$ cat config.mk
export PLATFORM = sky130hd
export DESIGN_NAME = irq_arbiter
export DESIGN_NICKNAME = d
export VERILOG_FILES = /design/src/rtl/irq_pkg.sv /design/src/rtl/irq_sync.sv /design/src/rtl/irq_arbiter.sv
export SDC_FILE = /design/constraint.sdc
export NUM_CORES = 1
export LEC_CHECK = 0
export ABC_AREA = 1
export ABC_CLOCK_PERIOD_IN_PS = 1100
export BUFFER_PORTS_ARGS = -buffer_cell sky130_fd_sc_hd__buf_2
export CORE_MARGIN = 5
export CORE_UTILIZATION = 36
export DETAILED_ROUTE_END_ITERATION = 7
export PLACE_DENSITY = 0.86
export SLEW_MARGIN = 30
export SYNTH_ARGS = -nofsm -noshare
export SYNTH_HDL_FRONTEND = slang
export SYNTH_SLANG_ARGS = --single-unit
$ cat constraint.sdc
create_clock -name clk -period 1.1 [get_ports clk]
set_input_delay 0.11 -clock clk [delete_from_list [all_inputs] [get_ports clk]]
set_output_delay 0.11 -clock clk [all_outputs]
set_load 0.005 [all_outputs]
$ cat src/rtl/irq_pkg.sv
`default_nettype none
// ============================================================================
//  Module      : irq_pkg
//  Description : Shared definitions for the machine-mode interrupt arbiter:
//                CSR addresses, mip/mie bit positions, mcause interrupt flag,
//                arbiter state encoding and the fixed-priority cause picker.
//  Ports       : none (package)
//  Revision    : 1.0 - initial release
// ============================================================================
package irq_pkg;

    // CSR addresses owned by the arbiter
    localparam logic [11:0] CSR_MIE = 12'h304;
    localparam logic [11:0] CSR_MIP = 12'h344;

    // Bit positions inside mie/mip (also the mcause exception codes)
    localparam int MSI = 3;
    localparam int MTI = 7;
    localparam int MEI = 11;

    // Interrupt flag of mcause
    localparam logic [31:0] CAUSE_INT = 32'h8000_0000;

    // Only the three implemented interrupt bits exist in mie/mip
    localparam logic [31:0] MIE_MASK  = 32'h0000_0888;

    typedef enum logic [1:0] {
        IDLE    = 2'd0,
        REQ     = 2'd1,
        SERVICE = 2'd2
    } irq_state_t;

    // Fixed priority MEI > MSI > MTI. Returns 0 when nothing is pending;
    // callers only use the result when at least one bit is set.
    function automatic logic [3:0] pick_code(input logic [31:0] pend);
        logic [3:0] code;
        code = 4'd0;
        if (pend[MEI]) begin
            code = 4'(MEI);
        end else if (pend[MSI]) begin
            code = 4'(MSI);
        end else if (pend[MTI]) begin
            code = 4'(MTI);
        end
        return code;
    endfunction

endpackage
`default_nettype wire

$ cat src/rtl/irq_sync.sv
`default_nettype none
// ============================================================================
//  Module      : irq_sync
//  Description : Single-bit flop-chain synchronizer of configurable depth.
//                All stages clear on reset so no stale level survives it.
//  Parameters  : STAGES - number of flops in the chain (>= 1)
//  Ports       : clk   in  system clock
//                rst_n in  synchronous active-low reset
//                d     in  asynchronous level input
//                q     out synchronized level (STAGES cycles of latency)
//  Revision    : 1.0 - initial release
// ============================================================================
module irq_sync #(
    parameter int STAGES = 2
) (
    input  logic clk,
    input  logic rst_n,
    input  logic d,
    output logic q
);

    logic [STAGES-1:0] chain;

    // Shift towards the MSB; written as a shift so a single-stage chain
    // needs no special case.
    always_ff @(posedge clk) begin
        if (!rst_n) begin
            chain <= '0;
        end else begin
            chain <= (chain << 1) | STAGES'(d);
        end
    end

    assign q = chain[STAGES-1];

endmodule
`default_nettype wire

$ cat src/rtl/irq_arbiter.sv
`default_nettype none
// ============================================================================
//  Module      : irq_arbiter
//  Description : Machine-mode interrupt arbiter sitting behind the CLINT.
//                Holds mie (0x304) and mip (0x344), selects the highest
//                priority enabled pending source (MEI > MSI > MTI) and raises
//                a held trap request with mcause to the core. After the core
//                acknowledges, no new request is made until mret retires.
//  Build macro : IRQ_SYNC_EN - when defined, each ext_irq_i line passes
//                through a SYNC_STAGES-deep synchronizer before use.
//  Parameters  : NUM_EXT     - number of external lines (1..16)
//                SYNC_STAGES - synchronizer depth (IRQ_SYNC_EN only)
//  Ports       : clk            in  system clock
//                rst_n          in  synchronous active-low reset
//                timer_irq_i    in  CLINT timer level
//                software_irq_i in  CLINT software level
//                ext_irq_i      in  external levels, OR-reduced into MEIP
//                mstatus_mie_i  in  global interrupt enable
//                csr_we         in  CSR write strobe
//                csr_addr       in  CSR address
//                csr_wdata      in  CSR write data
//                csr_rdata      out CSR read data (combinational)
//                irq_req_o      out trap request
//                irq_cause_o    out mcause, valid while irq_req_o
//                irq_ext_id_o   out lowest active ext line, valid with cause 11
//                irq_ack_i      in  core accepted the trap
//                mret_i         in  core retired mret
//  Revision    : 1.0 - initial release
// ============================================================================
module irq_arbiter
    import irq_pkg::*;
#(
    parameter int NUM_EXT     = 4,
    parameter int SYNC_STAGES = 2
) (
    input  logic               clk,
    input  logic               rst_n,
    input  logic               timer_irq_i,
    input  logic               software_irq_i,
    input  logic [NUM_EXT-1:0] ext_irq_i,
    input  logic               mstatus_mie_i,
    input  logic               csr_we,
    input  logic [11:0]        csr_addr,
    input  logic [31:0]        csr_wdata,
    output logic [31:0]        csr_rdata,
    output logic               irq_req_o,
    output logic [31:0]        irq_cause_o,
    output logic [3:0]         irq_ext_id_o,
    input  logic               irq_ack_i,
    input  logic               mret_i
);

    // ------------------------------------------------------------------
    // Elaboration-time parameter sanity
    // ------------------------------------------------------------------
    if (NUM_EXT < 1 || NUM_EXT > 16 || SYNC_STAGES < 1) begin : g_bad_cfg
        $error("irq_arbiter: unsupported NUM_EXT or SYNC_STAGES");
    end

    // ------------------------------------------------------------------
    // External line conditioning
    // ------------------------------------------------------------------
    logic [NUM_EXT-1:0] ext_s;

`ifdef IRQ_SYNC_EN
    for (genvar g = 0; g < NUM_EXT; g++) begin : g_ext_sync
        irq_sync #(
            .STAGES (SYNC_STAGES)
        ) u_sync (
            .clk   (clk),
            .rst_n (rst_n),
            .d     (ext_irq_i[g]),
            .q     (ext_s[g])
        );
    end
`else
    assign ext_s = ext_irq_i;
`endif

    // ------------------------------------------------------------------
    // CSR state
    // ------------------------------------------------------------------
    logic [31:0]        mie_q;
    logic [31:0]        mip_q;
    logic [31:0]        mip_next;
    // Snapshot of the ext lines taken on the same edge as MEIP, so the
    // reported ext id always belongs to the MEIP value that won arbitration.
    logic [NUM_EXT-1:0] ext_q;
    logic [3:0]         ext_lowest;
    logic [31:0]        pend;

    always_comb begin
        mip_next      = '0;
        mip_next[MSI] = software_irq_i;
        mip_next[MTI] = timer_irq_i;
        mip_next[MEI] = |ext_s;
    end

    // Lowest-index active line wins: scan from the top down so the last
    // hit is the smallest index.
    always_comb begin
        ext_lowest = '0;
        for (int i = NUM_EXT - 1; i >= 0; i--) begin
            if (ext_q[i]) begin
                ext_lowest = 4'(i);
            end
        end
    end

    // Registered mie is used, so a write landing on the arbitration edge
    // does not influence that decision.
    assign pend = mip_q & mie_q;

    always_comb begin
        unique case (csr_addr)
            CSR_MIE: csr_rdata = mie_q;
            CSR_MIP: csr_rdata = mip_q;
            default: csr_rdata = '0;
        endcase
    end

    // ------------------------------------------------------------------
    // Request FSM
    // ------------------------------------------------------------------
    irq_state_t state;
    irq_state_t state_next;
    logic       load_req;

    always_ff @(posedge clk) begin
        if (!rst_n) begin
            state <= IDLE;
        end else begin
            state <= state_next;
        end
    end

    always_comb begin
        state_next = state;
        load_req   = 1'b0;
        unique case (state)
            IDLE: begin
                if (mstatus_mie_i && (pend != '0)) begin
                    state_next = REQ;
                    load_req   = 1'b1;
                end
            end
            REQ: begin
                // The ack has priority over a global-disable withdrawal:
                // once the core has taken the trap it must be serviced.
                if (irq_ack_i) begin
                    state_next = SERVICE;
                end else if (!mstatus_mie_i) begin
                    state_next = IDLE;
                end
            end
            SERVICE: begin
                if (mret_i) begin
                    state_next = IDLE;
                end
            end
            default: begin
                state_next = IDLE;
            end
        endcase
    end

    // ------------------------------------------------------------------
    // Datapath registers
    // ------------------------------------------------------------------
    logic [31:0] cause_q;
    logic [3:0]  ext_id_q;

    always_ff @(posedge clk) begin
        if (!rst_n) begin
            mie_q    <= '0;
            mip_q    <= '0;
            ext_q    <= '0;
            cause_q  <= '0;
            ext_id_q <= '0;
        end else begin
            mip_q <= mip_next;
            ext_q <= ext_s;
            // mip is read-only; only mie accepts writes, masked to the
            // implemented bits.
            if (csr_we && (csr_addr == CSR_MIE)) begin
                mie_q <= csr_wdata & MIE_MASK;
            end
            // Cause and id are captured once and held for the whole
            // request; later source changes never re-arbitrate.
            if (load_req) begin
                cause_q  <= CAUSE_INT | 32'(pick_code(pend));
                ext_id_q <= ext_lowest;
            end
        end
    end

    assign irq_req_o    = (state == REQ);
    assign irq_cause_o  = cause_q;
    assign irq_ext_id_o = ext_id_q;

endmodule
`default_nettype wire

==> results of run 1 <==
[metal layers]
layer,routed length [um],vias to the layer above,track usage [%]
met5,0,-,0
met4,44,0,4.467
met3,233,4,0.9724
met2,1362,46,15.97
met1,840,431,9.980
li1,-,509,-
[cells in the final DEF, fill, tap and decap left out, drive strengths merged, types with 5 or more instances in the layout]
cell type,synthesis,layout
a21oi,6,6
buf,59,41
conb,1,58
dfxtp,18,18
inv,23,23
nand2,28,28
nand3,7,7
nor2,24,24
o21ai,5,5
[worst reg2reg max path, cell delays in order (launching register included)]
cell and delay [ps]:
sky130_fd_sc_hd__dfxtp_2 330, sky130_fd_sc_hd__inv_1 60, sky130_fd_sc_hd__nand2_1 60, sky130_fd_sc_hd__nor2_2 100
sky130_fd_sc_hd__nand2_2 110, sky130_fd_sc_hd__inv_4 100, sky130_fd_sc_hd__nand3_1 70, sky130_fd_sc_hd__a21oi_1 110
[layout make-up]
class | instances | share of cell area (%)
tap | 46 | 4.100
timing repair buffer | 44 | 19.07
sequential | 18 | 26.29
multi-input combinational | 134 | 42.60
inverter | 23 | 6.328
clock buffer | 3 | 1.604
[registers in the layout, summed over array words and instances (netlist names)]
name          count
mie_q             3
state             2
ext_q             4
irq_cause_o       4
mip_q             3
irq_ext_id_o      2
[timing repair]
action / 4_1_cts / 5_1_grt
hold buffers: 3 / 0
buffers inserted: 2 / 1
gates resized for setup: 5 / 25
endpoints found under the hold margin: 3 / 0
endpoints found under the setup margin: 2 / 10
pin swaps: 2 / 7
[synthesized netlist by cell type]
cell / instances / area share, %
sky130_fd_sc_hd__nand3_1: 6 / 2.4
sky130_fd_sc_hd__nor2_1: 23 / 7.0
sky130_fd_sc_hd__inv_1: 22 / 6.7
sky130_fd_sc_hd__conb_1: 1 / 0.30
sky130_fd_sc_hd__and3b_1: 1 / 0.71
sky130_fd_sc_hd__and2_1: 1 / 0.51
sky130_fd_sc_hd__nand2_1: 28 / 8.5
sky130_fd_sc_hd__nor2_4: 1 / 0.91
sky130_fd_sc_hd__a21oi_1: 6 / 2.4
sky130_fd_sc_hd__buf_4: 59 / 36
sky130_fd_sc_hd__nor4_1: 1 / 0.51
sky130_fd_sc_hd__clkbuf_1: 1 / 0.30
sky130_fd_sc_hd__nand3_2: 1 / 0.81
sky130_fd_sc_hd__o21ai_0: 5 / 2.0
sky130_fd_sc_hd__nand4_1: 3 / 1.5
sky130_fd_sc_hd__inv_2: 1 / 0.30
sky130_fd_sc_hd__dfxtp_1: 18 / 29
[worst max-delay path by stage]
| stage | start | end | slack (ps) | cells past startpoint |
|---|---|---|---|---|
| 2_1_floorplan | state[0] | irq_ext_id_o[1] | 170 | 8 |
| 3_3_place_gp | csr_addr[11] | csr_rdata[11] | 20 | 7 |
| 3_5_place_dp | csr_addr[11] | csr_rdata[11] | -30 | 7 |
| 4_1_cts | state[0] | irq_cause_o[3] | 5 | 7 |
| 5_1_grt | csr_addr[9] | csr_rdata[7] | -50 | 9 |
| 6_report | csr_addr[1] | csr_rdata[7] | 2 | 8 |
[report_power, final]
part           leakage (nW)  switching (mW)  internal, mW
clock                0.0138           0.181         0.127
sequential            0.150         0.00940         0.667
combinational         0.641           0.104        0.0664
[kinds of logic (layout without fill, tap and decap cells)]
| kind of cell | Yosys count | count (layout) |
|---|---|---|
| buf+inv | 83 | 70 |
| simple gates | 65 | 65 |
| flops | 18 | 18 |
| compound gates | 11 | 11 |
| other cells | 1 | 58 |
==> impl.org, run 1 <==
** Final layout
- Fill cell count :: 369
- Final #Nets :: 280
- Share of layout cells above drive strength 1 :: 30.63%
- Summed area of non-filler cells in the final layout :: roughly 1400 um^2
- The multi-input combinational cells in the finished layout cover a total of ~600 um^2.
- The area growth from synthesis to layout is 13.68%.
- Final Non-Filler Cells :: 268
- In the final layout, flip-flops and latches occupy approximately 370 um^2.
- Finished Core Util :: 42.07%
- Antenna diode instance count :: 0

** Power and ir drop
- Total power for the finished layout comes to 1.155 mW.
- Maximum ir drop on the vdd rail :: slightly above 0.0005 V
- In this run the power density over the cells is 822.9 nW/um^2.
- For this design the static power due to leakage is 0.8044 nW.

** Timing
- Fin. Hold Viols :: 0
- Setup violations remaining at the end of the flow were counted as 0.
- Unrepaired setup endpoints after global routing :: yes
- Min setup slack post-route :: 1.878 ps
- F_max :: 910.6 MHz
- The max-slew violation count was 0.
- Setup tns final :: 0 ps
- Hold_ws :: approximately 14 ps
- Subtracting the final worst setup slack from the clock period gives 1098 ps.
- The worst path uses between 90% and 100% of the clock period.
- Clock Skew :: 0.9124 ps

** Setup path
- Among cell families on the critical path, the largest total delay comes from simple AND/OR/NAND/NOR gates.
- The critical path is of the in2out type.
- Ordered cell list for the critical path :: buf_2, nor2_1, nand2_1, nor2_4, buf_6, nand3_2, o21ai_2, buf_2
- In this run the critical register-to-register path is launched from state[1].
- Cell occurring most often along the worst timing path :: sky130_fd_sc_hd__buf_2
- Crit start category :: input port
- At the worst endpoint, the arrival time is 990 ps.
- In this design, the stage delay of the slowest critical-path cell is 140 ps.
- The critical path contains buffers and inverters numbering 3 combined.
- Slowest CP cell :: sky130_fd_sc_hd__nor2_4
- Capture instance of the worst register-to-register path :: irq_cause_o[3]
- Cells on worst reg2reg path :: 7
- The worst setup path is captured at an output pin.
- Data on the critical path is required at its endpoint by 990 ps.
- Register-to-register path setup slack :: 90 ps
- In this run the worst path has a maximum fanout of 4.

** Yosys
- Number of cells produced by synthesis :: around 180
- Flip-flop and latch count after synthesis :: 18
- Compound-Gate Fraction of Synth Area :: 4.458%
- Summing the areas of all xor and xnor instances in the mapped netlist gives 0% of the synthesized area.
- Each instance of the synthesized netlist takes up on average 6.938 um^2.
- Fraction of the mapped netlist area in adder cells :: 0%
- Count of distinct cell types in the synthesized netlist :: 17
- For this run, the number of Yosys warnings is 0.
- Multiplexer share of the synthesized area :: 0%
- Synth Area in Simple Gates :: 22.90%
- Main combinational cell family by area after synthesis :: buffers and inverters
- The synthesized netlist occupies a cell area of 1235 um^2.
- Sequential cells were found to cover just under 30% of the synthesized design area.

** Route
- For this run, the detailed router's first-pass iteration total came to 4.
- Wire length per cell :: between 9 and 10 um
- Wires add up to 2481 um.
- Via count of the routed design :: 990
- Via density :: 3.694
- The detail route stage leaves a number of antenna-violating nets equal to 0.
- DRC violation count after routing :: 0
- After the first detailed-routing iteration, the DRC count stood at 17.

** Clocking
- After clock tree synthesis, the clock-pin slew on the worst setup and hold paths is approximately 90 ps.
- The clock reaches the later pin of the worst-skew pair after 290 ps.
- TritonCTS clock tree :: done
- Clock tree synthesis selected as its root buffer the cell sky130_fd_sc_hd__clkbuf_4.
- For this design, the sink count on the clock tree is 18.
- Total CTS buffers :: 3
- CTS built an H-tree with a depth of 1.
- Maximum clock insertion buffer count :: 2

** Placed design
- Buffers placed on the I/O ports in this run total 37.
- Placed Cells incl. Taps :: ~260
- At the end of routability-driven placement, the weighted congestion stood at 0.8535.
- Timing analysis after detailed placement gives a worst setup slack of -27.23 ps.
- Detailed placement finished with a half-perimeter wire length of 1934 um.
- Summing all placed instances gives a cell area of 1267 um^2.

** Global route
- The first global-routing pass estimated ~3100 um of wire.
- Maximum number of pins on one net before global-route repair :: 13
- Vias in the first global route :: 763
- Congestion Overflow GR :: 0
- Total global-route track usage :: 8.777%
- Initial antenna violation count :: 0

** Die
- The region available for standard cell placement spans 3337 um^2.
- In this run the horizontal extent of the chip is 68.57 um.
- Die Y :: roughly 70 um
- Effective utilization at floorplan :: 37.01%
- The floorplan has 21 rows.
- 125 I/O pins were placed.
- The die covers 4702 um^2.

** Min path
- The worst hold path terminates at ext_q[0].
- In this run the most critical hold path is launched from ext_irq_i[0].
- The path class of the tightest hold or removal check is in2reg.
- Along the worst hold path, the cell count comes to 3.

** Run
- Max capacitance violation total :: 0

** Run status
- The flow ran to the end, and the final reports show no timing, DRC or antenna violations.
No activity file was read; power rests on OpenSTA's default activity.
==> run 2, diff against run 1 <==
Settings changed: BUFFER_PORTS_ARGS -buffer_cell sky130_fd_sc_hd__buf_2 to -buffer_cell sky130_fd_sc_hd__clkbuf_2, CORE_ASPECT_RATIO set to 1.1, CTS_CLUSTER_SIZE set to 12.
==> run 2 against run 1 <==
Against the previous run: power up 7.7%; non-clock buffer count is 1 higher; critical path type is now reg2out; clock skew increased by 3.4 ps; hold slack gained 0.69 ps; die area about the same; wire length fell by 5.1%; combinational power is essentially flat; sequential cell count is the same; sequential share of layout area is 0.57 points lower.
==> impl.org, run 2 (synthesis gave the netlist of run 1 again) <==
** Timing
- Final setup viols :: 0
- Adding up every negative setup slack in the final design gives 0 ps.
- Across the routed clock network, the largest skew measured is 4.358 ps.
- Min setup slack post-route :: roughly 36 ps
- After layout, the worst path uses 96.69% of the clock period.
- The routed design could run at a clock period as short as roughly 1100 ps.
- Unrepaired setup endpoints after global routing :: yes
- Fin. Hold Viols :: 0
- Max Slew Vio Count :: 0
- F_max :: 940.2 MHz

** Route
- Number of nets still failing antenna checks after routing :: 0
- Length of the first detailed-routing pass in iterations :: 4
- DRC violation count after routing :: 0
- Via density :: roughly 3.7
- After detailed routing, the average wire length per cell comes to just under 9 um.
- The detailed router placed 996 vias in this run.
- Number of DRC violations after detailed-routing iteration 0 :: 27
- Detailed Route WL :: 2354 um

** Clocking
- Clock root buffer :: sky130_fd_sc_hd__clkbuf_4
- After clock tree synthesis, the clock-pin slew on the worst setup and hold paths is 100 ps.
- The clock reaches the later pin of the worst-skew pair after between 200 and 300 ps.
- In this run, CTS created clock tree buffers numbering 3.
- In this run the number of H-tree levels came out at 1.
- Counting along the longest clock path gives a buffer depth of 2.
- TritonCTS built the clock tree.
- CTS saw 18 sinks.

** Placed design
- The count of buffers added on input and output ports is 37.
- Half-perimeter wire length after detailed placement :: 1934 um
- Routability cong. :: 0.8013
- Cell area reported after detailed placement :: 1270 um^2
- At the placement stage, the worst setup path has a slack of 8.485 ps.

** Final layout
- Antenna diode instance count :: 0
- Most frequent cells in the layout :: sky130_fd_sc_hd__conb_1 (58), sky130_fd_sc_hd__clkbuf_2 (32), sky130_fd_sc_hd__nand2_1 (23)
- Compared with the post-synthesis result, the final layout area differs by 16.21%.
- The post-route netlist has 33.48% of its cells at a drive strength greater than 1.
- Cells fill a little over two fifths of the core in the end.
- Most common cell after layout, fill and taps aside :: sky130_fd_sc_hd__conb_1
- The finished cells cover 1435 um^2.
- In the final design database the tool counted between 200 and 300 nets.

** Run status
- The flow ran to the end, and the final reports show no timing, DRC or antenna violations.

** Global route
- First-pass GRT wire length :: between 3000 and 4000 um
- Maximum number of pins on one net before global-route repair :: 13
- Total global-route track usage :: 8.684%
- Initial antenna violation count :: 0
- Congestion Overflow GR :: 0
- Vias in the first global route :: 813

** Setup path
- Walking the worst path, the cells encountered are nand3_1, o21ai_2, buf_2.
- Critical path endpoint category :: output pin
- For the worst setup path, the data required time is 990 ps.
- The worst setup path is launched from a flip-flop.
- Worst path max stage delay :: 350 ps
- Critical path type :: reg2out
- Counting cells, the worst reg-to-reg path comes to 7.
- Data arrives at the worst endpoint at 950 ps.
- On the critical path, the stage with the largest delay is an instance of sky130_fd_sc_hd__dfxtp_1.
- Maximum net fanout on the critical path :: 2
- Setup slack on the worst reg-to-reg path comes out at 80 ps.

** Power and ir drop
- Switching power :: 310.4 uW
- Sequential power share :: between 50% and 60%
- Static leakage :: between 0.8 and 0.9 nW
- IR analysis of the VDD net gives a maximum drop of between 0.0002 and 0.0003 V.
- The design draws 1.245 mW.
- Power density relative to cell area :: 867.2 nW/um^2
- Combinational group share of total power :: around 14%
- In this run switching power makes up 24.94% of total power.
- Clk network pwr share :: between 30% and 40%
- Internal cell power :: ~930 uW

** Min path
- The path class of the tightest hold or removal check is in2reg.
- Hold path cells :: 3

** Die
- Effective utilization at floorplan :: between 30% and 40%
- Placement row count :: 22
- During I/O placement, the number of pins put on the boundary was 125.
- Die W :: 65.85 um
- From bottom edge to top edge, the die measures 71.43 um.
- Area enclosed by the die boundary :: 4703 um^2
- In this run the standard cell core region covers between 3000 and 4000 um^2.

** Run
- Max capacitance violation total :: 0
[run 2: cell types whose count changed in the layout (fill, tap and decap cells not counted), moves of 2 or more]
cell and delta:
sky130_fd_sc_hd__clkbuf_2 +32, sky130_fd_sc_hd__buf_2 -31, sky130_fd_sc_hd__buf_6 -2, sky130_fd_sc_hd__inv_1 -2, sky130_fd_sc_hd__inv_2 +2, sky130_fd_sc_hd__nand2_1 -2
[run 2: path summary, 6_finish.rpt]
kind	from	to
hold / removal	ext_irq_i[0]	ext_q[0]
hold reg to reg	irq_cause_o[2]	irq_cause_o[2]
setup reg to reg	state[0]	irq_cause_o[3]
setup / recovery	mip_q[7]	csr_rdata[7]
[run 2: repair_timing]
item,CTS,global route
endpoints found under the hold margin,4,0
pin swaps,0,8
cloned,0,0
setup buffers,0,2
hold buffers,4,0
resized for setup,7,31
setup endpoints to repair,7,10
[run 2: critical path: cells and delay by family (launching register included)]
kind | cells | cell delay (ps)
AO/OA/AOI/OAI | 1 | 80
buffers and inverters | 1 | 130
flip-flops | 1 | 350
AND/OR/NAND/NOR | 1 | 100
[run 2: routing by layer]
layer	global-route usage [%]	part of all wire, %	up-vias
met3	1.567	10	4
met5	0	0	-
li1	-	-	517
met4	4.839	1.7	0
met2	16.26	55	50
met1	8.849	33	425
[run 2: layout make-up]
class                      count  area (um^2)
multi-input combinational    134        613.1
tap                           48        60.06
sequential                    18        369.1
inverter                      23        88.84
clock buffer                   4        36.28
timing repair buffer          45        267.8
fill                         355         1896
[run 2: power by group through the flow]
| stage | logic [mW] | clock network [mW] | registers [mW] |
|---|---|---|---|
| global placement | 0.142 | 0 | 0.687 |
| CTS | 0.153 | 0.421 | 0.674 |
| detailed placement | 0.145 | 0 | 0.688 |
| global route | 0.199 | 0.452 | 0.677 |
| finish | 0.171 | 0.398 | 0.675 |
| floorplan | 0.234 | 0 | 0.686 |
[run 2: metrics by stage]
step / hold WS [ps] / instances
4_1_cts: 3.640 / 270
3_3_place_gp: 296.7 / 263
3_5_place_dp: 295.4 / 263
5_1_grt: 11.38 / 272
2_1_floorplan: 203.5 / 235
6_report: 14.77 / 272
==> run 3, diff against run 2 <==
Settings changed: CORE_MARGIN 5 to not set.
==> run 3 against run 2 <==
Against the previous run: the run now ends with DRC, setup timing left; non-clock buffer count unchanged; global-route usage increased by 2.0 points; clock-buffer cell count unchanged; fmax decreased by 4.5%; via count increased by 0.90%; critical path depth increased by 1; wire length decreased by 15%; clock power about the same; register-to-register slack about the same; sequential power about the same; hold slack improved by 2.9 ps.
==> impl.org, run 3 (synthesis gave the netlist of run 1 again) <==
** Timing
- Max Slew Vio Count :: 0
- Dividing the final minimum period by the clock period gives 101.2%.
- Across all setup checks in the final design, the least slack found is -13.51 ps.
- Clock Skew :: between 8 and 9 ps
- The worst path in the final design needs a cycle of ~1100 ps, including I/O delays and setup.
- Setup repair after global routing could not meet its margin everywhere.
- Setup violations remaining at the end of the flow were counted as 1.
- Fin. Hold Viols :: 0
- F_max :: about 900 MHz

** Global route
- Initial antenna violation count :: 0
- Maximum number of pins on one net before global-route repair :: 13
- GR Layer Usage met2 :: a little under a fifth
- Global routing used 10.66% of the available met1 tracks.
- For met3 alone, demand over resource in global routing was 2.053%.
- After global routing the overflow that remains totals 0.
- Across every metal layer, demand over resource in global routing totals 10.68%.
- Vias in the first global route :: 829
- The first global-routing pass estimated 3118 um of wire.
- Top Usage Layer GRT :: met2

** Clocking
- TritonCTS built the clock tree.
- Clock H-tree levels :: 1
- TritonCTS created 3 clock buffers.
- Maximum clock insertion buffer count :: 2
- In this run the clock root is driven by a sky130_fd_sc_hd__clkbuf_4.
- Clock sink count :: 18
- At the later pin of the worst-skew pair, clock insertion delay measures 290 ps.
- Clock Pin Slew Worst Setup and Hold Paths :: 100 ps

** Run status
- Result of the run :: complete, but fails checks
- The final reports fail on DRC, setup timing.

** Placed design
- Cell area reported after detailed placement :: 1267 um^2
- Routability cong. :: 0.7472
- Half-perimeter wire length after detailed placement :: 1546 um
- In this run the tool buffered the top-level ports with 37 buffer cells.

** Setup path
- The critical path is of the reg2out type.
- Crit start category :: flip-flop
- Data on the critical path is required at its endpoint by 990 ps.
- Critical path endpoint category :: output pin
- Maximum net fanout on the critical path :: 2
- For the worst setup path, the data arrival time is 1000 ps.

** Route
- Via count of the routed design :: 1005
- Number of nets still failing antenna checks after routing :: 0
- DRC violation count after routing :: 5
- Via density :: ~4
- Detailed Route WL :: 2009 um
- Dividing the detail-routed wire length by the instance count gives 7.787 um.
- Length of the first detailed-routing pass in iterations :: 8
- In this run, the number of DRC markers left after iteration 0 of detailed routing was 33.

** Power and ir drop
- Static leakage :: 0.8073 nW
- In this run the power density over the cells is 891.1 nW/um^2.
- The worst-case IR drop observed on VDD is about 0.00028 V.

** Final layout
- Fill cell count :: 317
- Synth-to-Final Area Change :: 12.77%
- After the last flow step, the layout net total stands at 281.
- Most common cell after layout, fill and taps aside :: sky130_fd_sc_hd__conb_1
- 0 antenna diodes ended up in the layout.
- Share of layout cells above drive strength 1 :: 32.14%
- Summed area of non-filler cells in the final layout :: 1393 um^2
- Cells fill 44.17% of the core in the end.
- Leaving out fill and tap cells, the most frequent cells in the layout are sky130_fd_sc_hd__conb_1 (58), sky130_fd_sc_hd__clkbuf_2 (35), sky130_fd_sc_hd__nand2_1 (25).

** Die
- Area enclosed by the die boundary :: 3669 um^2
- Once the floorplan was initialized, standard cells occupied 39.17% of the core.
- Die Y :: 63.43 um
- The die is 57.85 um wide.
- Placement row count :: 21
- The floorplan step defined a core boundary enclosing about 3200 um^2.
- 125 I/O pins were placed.

** Run
- Across the run, the number of max-cap violations was 0.

** Min path
- The path class of the tightest hold or removal check is in2reg.
## run 3: cell count changes in the layout (fill, tap and decap cells not counted), sizes merged
cell,delta
buf,-1
clkbuf,+3
dlygate4sd3,-2
## run 3: worst max-delay path, stage by stage, from the launching register on
cell	delay (ps)
sky130_fd_sc_hd__dfxtp_2	350
sky130_fd_sc_hd__buf_6	100
sky130_fd_sc_hd__nand3_2	70
sky130_fd_sc_hd__o21ai_2	70
sky130_fd_sc_hd__clkbuf_2	120
## run 3: cell type report
class | count | area, um^2 | share of cell area, %
clock buffer | 4 | 36.28 | 2.606
inverter | 23 | 88.84 | 6.379
multi-input combinational | 134 | 600.6 | 43.13
sequential | 18 | 366.6 | 26.33
tap | 34 | 42.54 | 3.055
timing repair buffer | 45 | 257.7 | 18.51
## run 3: metal layers
metal	share of wire [%]	wire length (um)	vias to the layer above
met3	5.9	119	6
met5	0	0	-
met1	39	777	427
li1	-	-	516
met2	53	1065	56
met4	2.3	46	0
## run 3: path summary, 6_finish.rpt
| check | from | slack, ps | cells past startpoint | end |
|---|---|---|---|---|
| min reg2reg | irq_cause_o[31] | 480 | 2 | irq_cause_o[31] |
| max reg2reg | mip_q[3] | 80 | 6 | irq_cause_o[3] |
| min | ext_irq_i[1] | 20 | 3 | ext_q[1] |
| max | mip_q[11] | -10 | 4 | csr_rdata[11] |
## run 3: what timing repair did
action / 4_1_cts / 5_1_grt
pin swaps: 1 / 4
hold buffers: 1 / 1
resized for setup: 9 / 22
endpoints found under the setup margin: 3 / 11
buffers inserted: 0 / 2
endpoints found under the hold margin: 1 / 1
## run 3: per-stage QoR
| stage | TNS (ps) | power [mW] | hold slack [ps] | setup slack, ps | cells |
|---|---|---|---|---|---|
| after global routing | -176.8 | 1.317 | 8.436 | -58.91 | 258 |
| after CTS | -11.13 | 1.225 | 1.495 | -11.13 | 256 |
| after detailed placement | 0 | 0.8340 | 294.0 | 14.03 | 251 |
| after global placement | 0 | 0.8306 | 306.4 | 58.87 | 251 |
| after floorplan | 0 | 0.9203 | 203.5 | 174.9 | 235 |
| final | -13.51 | 1.241 | 17.62 | -13.51 | 258 |
## run 3: power breakdown
group / leakage, nW / switching, mW / internal (mW) / total (mW)
sequential: 0.149 / 0.00903 / 0.666 / 0.675
clock: 0.0210 / 0.198 / 0.202 / 0.399
combinational: 0.637 / 0.103 / 0.0635 / 0.166
